[config.mk]
export PLATFORM = sky130hd
export DESIGN_NAME = pipe_skid
export DESIGN_NICKNAME = d
export VERILOG_FILES = /design/src/rtl/pipe_skid.sv
export SDC_FILE = /design/constraint.sdc
export NUM_CORES = 1
export LEC_CHECK = 0
export BUFFER_PORTS_ARGS = -buffer_cell sky130_fd_sc_hd__buf_2
export CORE_MARGIN = 3
export CORE_UTILIZATION = 49
export CTS_CLUSTER_DIAMETER = 150
export DETAILED_ROUTE_END_ITERATION = 12
export MAX_ROUTING_LAYER = met4
export PLACE_DENSITY = 0.77
export SKIP_CTS_REPAIR_TIMING = 1
export SLEW_MARGIN = 20
export SYNTH_ARGS = -nofsm -noshare
export SYNTH_HDL_FRONTEND = slang
export SYNTH_SLANG_ARGS = --single-unit
[constraint.sdc]
create_clock -name clk -period 1.5 [get_ports clk]
set_clock_uncertainty 0.05 [all_clocks]
set_input_delay 0.15 -clock clk [delete_from_list [all_inputs] [get_ports clk]]
set_output_delay 0.15 -clock clk [all_outputs]
set_load 0.01 [all_outputs]
[src/rtl/pipe_skid.sv]
// Two-entry elastic pipeline register (main + skid) with valid/ready on both sides.
// Optional synchronous flush port is enabled by defining PIPE_SKID_FLUSH_EN.
module pipe_skid #(
    parameter int N = 64
) (
    input  logic         clk,
    input  logic         reset,
    input  logic         in_valid,
    input  logic [N-1:0] in_data,
    output logic         in_ready,
    output logic         out_valid,
    output logic [N-1:0] out_data,
    input  logic         out_ready
`ifdef PIPE_SKID_FLUSH_EN
    ,
    input  logic         flush
`endif
);

    // Handshake: a word moves on a port only in a cycle where its valid and
    // ready are both 1 at the rising edge; in_ready and out_valid are flops,
    // so neither depends combinationally on anything the other side drives.
    typedef enum logic [1:0] {
        EMPTY = 2'd0,
        ONE   = 2'd1,
        TWO   = 2'd2
    } state_t;

    state_t       state;
    state_t       state_next;
    logic [N-1:0] m;
    logic [N-1:0] m_next;
    logic [N-1:0] s;
    logic [N-1:0] s_next;
    logic         in_ready_q;
    logic         in_ready_next;
    logic         out_valid_q;
    logic         out_valid_next;
    logic         in_fire;
    logic         out_fire;

    assign in_fire  = in_valid & in_ready_q;
    assign out_fire = out_valid_q & out_ready;

    always_comb begin
        state_next = state;
        m_next     = m;
        s_next     = s;

        case (state)
            EMPTY: begin
                if (in_fire) begin
                    m_next     = in_data;
                    state_next = ONE;
                end
            end
            ONE: begin
                if (in_fire && out_fire) begin
                    m_next = in_data;
                end else if (in_fire) begin
                    s_next     = in_data;
                    state_next = TWO;
                end else if (out_fire) begin
                    state_next = EMPTY;
                end
            end
            TWO: begin
                if (out_fire) begin
                    m_next     = s;
                    state_next = ONE;
                end
            end
            default: begin
                state_next = EMPTY;
            end
        endcase

`ifdef PIPE_SKID_FLUSH_EN
        // Flush drops every held word but leaves the data registers untouched.
        if (flush) begin
            state_next = EMPTY;
            m_next     = m;
            s_next     = s;
        end
`endif

        in_ready_next  = (state_next != TWO);
        out_valid_next = (state_next != EMPTY);
    end

    always_ff @(posedge clk) begin
        if (reset) begin
            state       <= EMPTY;
            m           <= '0;
            s           <= '0;
            in_ready_q  <= 1'b1;
            out_valid_q <= 1'b0;
        end else begin
            state       <= state_next;
            m           <= m_next;
            s           <= s_next;
            in_ready_q  <= in_ready_next;
            out_valid_q <= out_valid_next;
        end
    end

    assign in_ready  = in_ready_q;
    assign out_valid = out_valid_q;
    assign out_data  = m;

endmodule

==> impl_summary.txt <==
----------------------------------------------------
[Power and ir drop]
  Worst vdd ir ... 0.791 mV
  Leakage power summed over all cells ... 0.00358 µW
  PnR Total Power ... 10400 µW
  Total power density per cell area ... 1260 nW/µm²

[Final layout]
  Filler Cells Inserted ... 829
  Fraction of layout cells with a size suffix above 1 ... 0.300
  Total area of sequential cells ... 2650 µm²
  Area taken by multi-input logic gates ... 2870 µm²
  Fin nets ... 862
  Final std cells w/o fill ... 952
  Layout overhead on the synthesized area ... 41.7%

[Critical path]
  Data required time at the worst endpoint ... 1.74 ns
  Reg2reg start ... state[0]$_SDFF_PP0_
  Worst Reg-to-Reg Cells ... 4
  Capturing element type of the critical path ... flip-flop
  Cells along the critical path ... a21bo_4 -> buf_16 -> a211oi_1 -> a211oi_2
  Data arrival, critical path ... 1.78 ns
  Slowest stage cell, crit path ... sky130_fd_sc_hd__a211oi_1
  Cell family with most CP delay ... compound AO/OA/AOI/OAI gates
  Critical path class ... reg -> reg
  Flop-to-flop setup slack ... -0.04 ns
  CP Max Fanout ... 43
  Delay of the slowest cell on the worst path ... 0.40 ns
  Worst Path Buf+Inv ... 1
  Kind of start point of the critical path ... flip-flop
  Reg2Reg Capture Point ... out_data[8]$_SDFFE_PP0P_

[Floorplanning]
  DIE AREA ... 13200 µm²
  Starting density of the core ... 0.505
  Die W ... 115 µm
  Top Ports ... 134
  Std cell rows ... 39
  Area of the core ... 11500 µm²
  Die height ... 115 µm

[Hold path]
  Cell depth of the worst hold path ... 2
  Hold Crit Endpoint ... in_ready$_SDFF_PP1_
  Start point of the worst hold path ... out_ready
  Worst min-delay path class ... in -> reg

[Yosys]
  Mux contribution to synthesized area ... 0.110
  Sequential cell area fraction in the yosys report ... 0.455
  Fraction of post-synthesis cell area in the top cell type by area ... 0.455
  Ranking of synthesized cells by area ... sky130_fd_sc_hd__dfxtp_1, sky130_fd_sc_hd__a211oi_1, sky130_fd_sc_hd__mux2i_1
  Fraction of synthesis flops using an asynchronous set or reset pin ... 0
  Leading register cell type out of synthesis ... sky130_fd_sc_hd__dfxtp_1
  Dominant combinational cell family by area after synthesis ... compound AO/OA/AOI/OAI gates
  Post-synthesis cell count ... 612
  Total number of yosys warnings ... 0
  Synthesized flop and latch total ... 132
  Most frequent cell after synthesis ... sky130_fd_sc_hd__dfxtp_1
  Post-synthesis simple-gate area fraction ... 0.0667
  Cell accounting for the most synthesized area ... sky130_fd_sc_hd__dfxtp_1
  Number of enable-type register cells in the synthesized netlist ... 0
  Post-Syn Nets ... 680
  Netlist Area Pre-Place ... 5810 µm²
  Number of distinct standard cells referenced by the synthesized netlist ... 27
  Most frequent cells after synthesis ... sky130_fd_sc_hd__dfxtp_1, sky130_fd_sc_hd__a211oi_1, sky130_fd_sc_hd__a21oi_1, sky130_fd_sc_hd__o21ai_0
  Post-synthesis adder-cell area fraction ... 0
  Share of the synthesized netlist area taken by xor and xnor gates ... 0
  Syn Area/Cell ... 9.50 µm²
  Compound-gate portion of the synthesized area ... 0.294

[STA]
  Setup repair after global routing missed its margin ... yes
  Min Clock Period, post-route ... 1.54 ns
  Post-route setup slack ... -0.0412 ns
  Slew at the pin closest to its max-slew limit ... 0.606 ns
  Relative slew slack ... 0.596
  Final setup vio count ... 1
  Number of pins exceeding their max-slew limit in the final report ... 0
  Share of the clock period used by the worst path ... 1.03
  Achievable frequency ... 0.649 GHz
  Worst-case hold slack ... 0.0445 ns
  Sum of negative setup slack ... -0.0412 ns
  Number of hold violations in the final report ... 0

[Placed design]
  Placed wire-length estimate after detailed placement ... 9920 µm
  Place WS ... -0.0589 ns
  Port Buf Inserts ... 133
  Last weighted congestion value of the routability-driven placer ... 0.757
  Cell count after placement ... 836

[Route]
  Initial drt markers ... 842
  Wire per inst ... 19.7 µm
  Routed via count ... 5883
  Total routed wirelength ... 18800 µm
  Via density per instance ... 6.18
  DRC violations left ... 0
  Drt pass-1 iters ... 7
  Number of nets with antenna violations after detailed routing ... 0

[Clock network]
  Clock tree from TritonCTS ... yes
  Clk Latency, worst-skew pair ... 0.43 ns
  Clock Pin Slew Worst Setup and Hold Paths ... 0.06 ns
  Root Buffer ... sky130_fd_sc_hd__clkbuf_16
  Cts bufs inserted ... 17
  CTS H-tree lvls ... 4
  Sink Count ... 132
  Max Buffers Root-to-Sink ... 2

[Global route]
  Vias in the first global route ... 5027
  Largest net degree at the start of global routing ... 87
  Global-route wire length before repair ... 25400 µm
  Initial antenna violation count ... 1
  Remaining global-route overflow ... 0
  Total track usage ... 0.246

[Flow run]
  Reported max-cap violation count ... 0

[Outcome]
  Outcome ... finished with violations
  Violated checks ... setup timing

----------------------------------------------------
## stage by stage
step                      cell area [µm²]  utilization
after global routing                 8230        0.715
after floorplan                      5810            -
after global placement               6640        0.577
final                                8240        0.715
after detailed placement             6640        0.577
after CTS                            7190        0.624
## placed cells by master, fill, tap and decap left out, types with 8 or more instances in the layout
cell and instances:
sky130_fd_sc_hd__a211oi_1 105, sky130_fd_sc_hd__a211oi_2 23, sky130_fd_sc_hd__a21oi_1 62, sky130_fd_sc_hd__buf_12 15, sky130_fd_sc_hd__buf_2 132, sky130_fd_sc_hd__buf_4 12, sky130_fd_sc_hd__buf_6 8, sky130_fd_sc_hd__clkbuf_16 23
sky130_fd_sc_hd__clkinv_2 10, sky130_fd_sc_hd__dfxtp_1 129, sky130_fd_sc_hd__dlygate4sd3_1 65, sky130_fd_sc_hd__mux2i_1 64, sky130_fd_sc_hd__nand3_1 64, sky130_fd_sc_hd__o21ai_0 64
## sequential cells by signal, indices dropped and copies added, names as in the netlist
| name | flops |
|---|---|
| s | 64 |
| in_ready | 1 |
| state | 2 |
| out_valid | 1 |
| out_data | 64 |
## logic make-up (layout without fill, tap and decap cells)
kind of cell,Yosys count,after routing
other,0,2
AO/OA/AOI/OAI,264,264
buffers and inverters,78,272
AND/OR/NAND/NOR,74,75
flip-flops,132,132
multiplexers,64,64
## layout make-up
class                   instances  share of cell area
clock inverters                12              0.0106
multi-input cells             403               0.348
clock buffers                  20              0.0554
well taps                     143              0.0217
flip-flops and latches        132               0.322
repair buffers                240               0.241
diodes                          2            0.000608
## routing by layer
layer,vias to the layer above,global-route usage,routed length (µm),share of wire
met5,-,-,0,0
met4,0,0.0978,462,0.025
met3,45,0.0668,1440,0.077
met2,312,0.378,9330,0.50
met1,2825,0.308,7520,0.40
li1,2701,-,-,-
## worst max-delay path by stage
| stage | from | endpoint | slack, ns | depth (start not counted) |
|---|---|---|---|---|
| finish | state[0]$_SDFF_PP0_ | out_data[8]$_SDFFE_PP0P_ | -0.04 | 4 |
| global route | state[0]$_SDFF_PP0_ | out_data[8]$_SDFFE_PP0P_ | -0.06 | 4 |
| CTS | out_valid$_SDFF_PP0_ | out_data[11]$_SDFFE_PP0P_ | -0.1 | 4 |
| detailed placement | out_valid$_SDFF_PP0_ | out_data[31]$_SDFFE_PP0P_ | -0.06 | 4 |
| global placement | state[0]$_SDFF_PP0_ | out_data[61]$_SDFFE_PP0P_ | -0.007 | 4 |
| floorplan | out_valid$_SDFF_PP0_ | out_data[27]$_SDFFE_PP0P_ | 0.08 | 6 |
## power by group
part	total (µW)	leakage [µW]	internal, µW	switching [µW]
Sequential	4050	0.00108	3850	208
Combinational	2480	0.00221	1130	1340
Clock	3850	0.000278	2330	1530
Total	10400	0.00358	7310	3080
(Power assumes the default switching activity.)
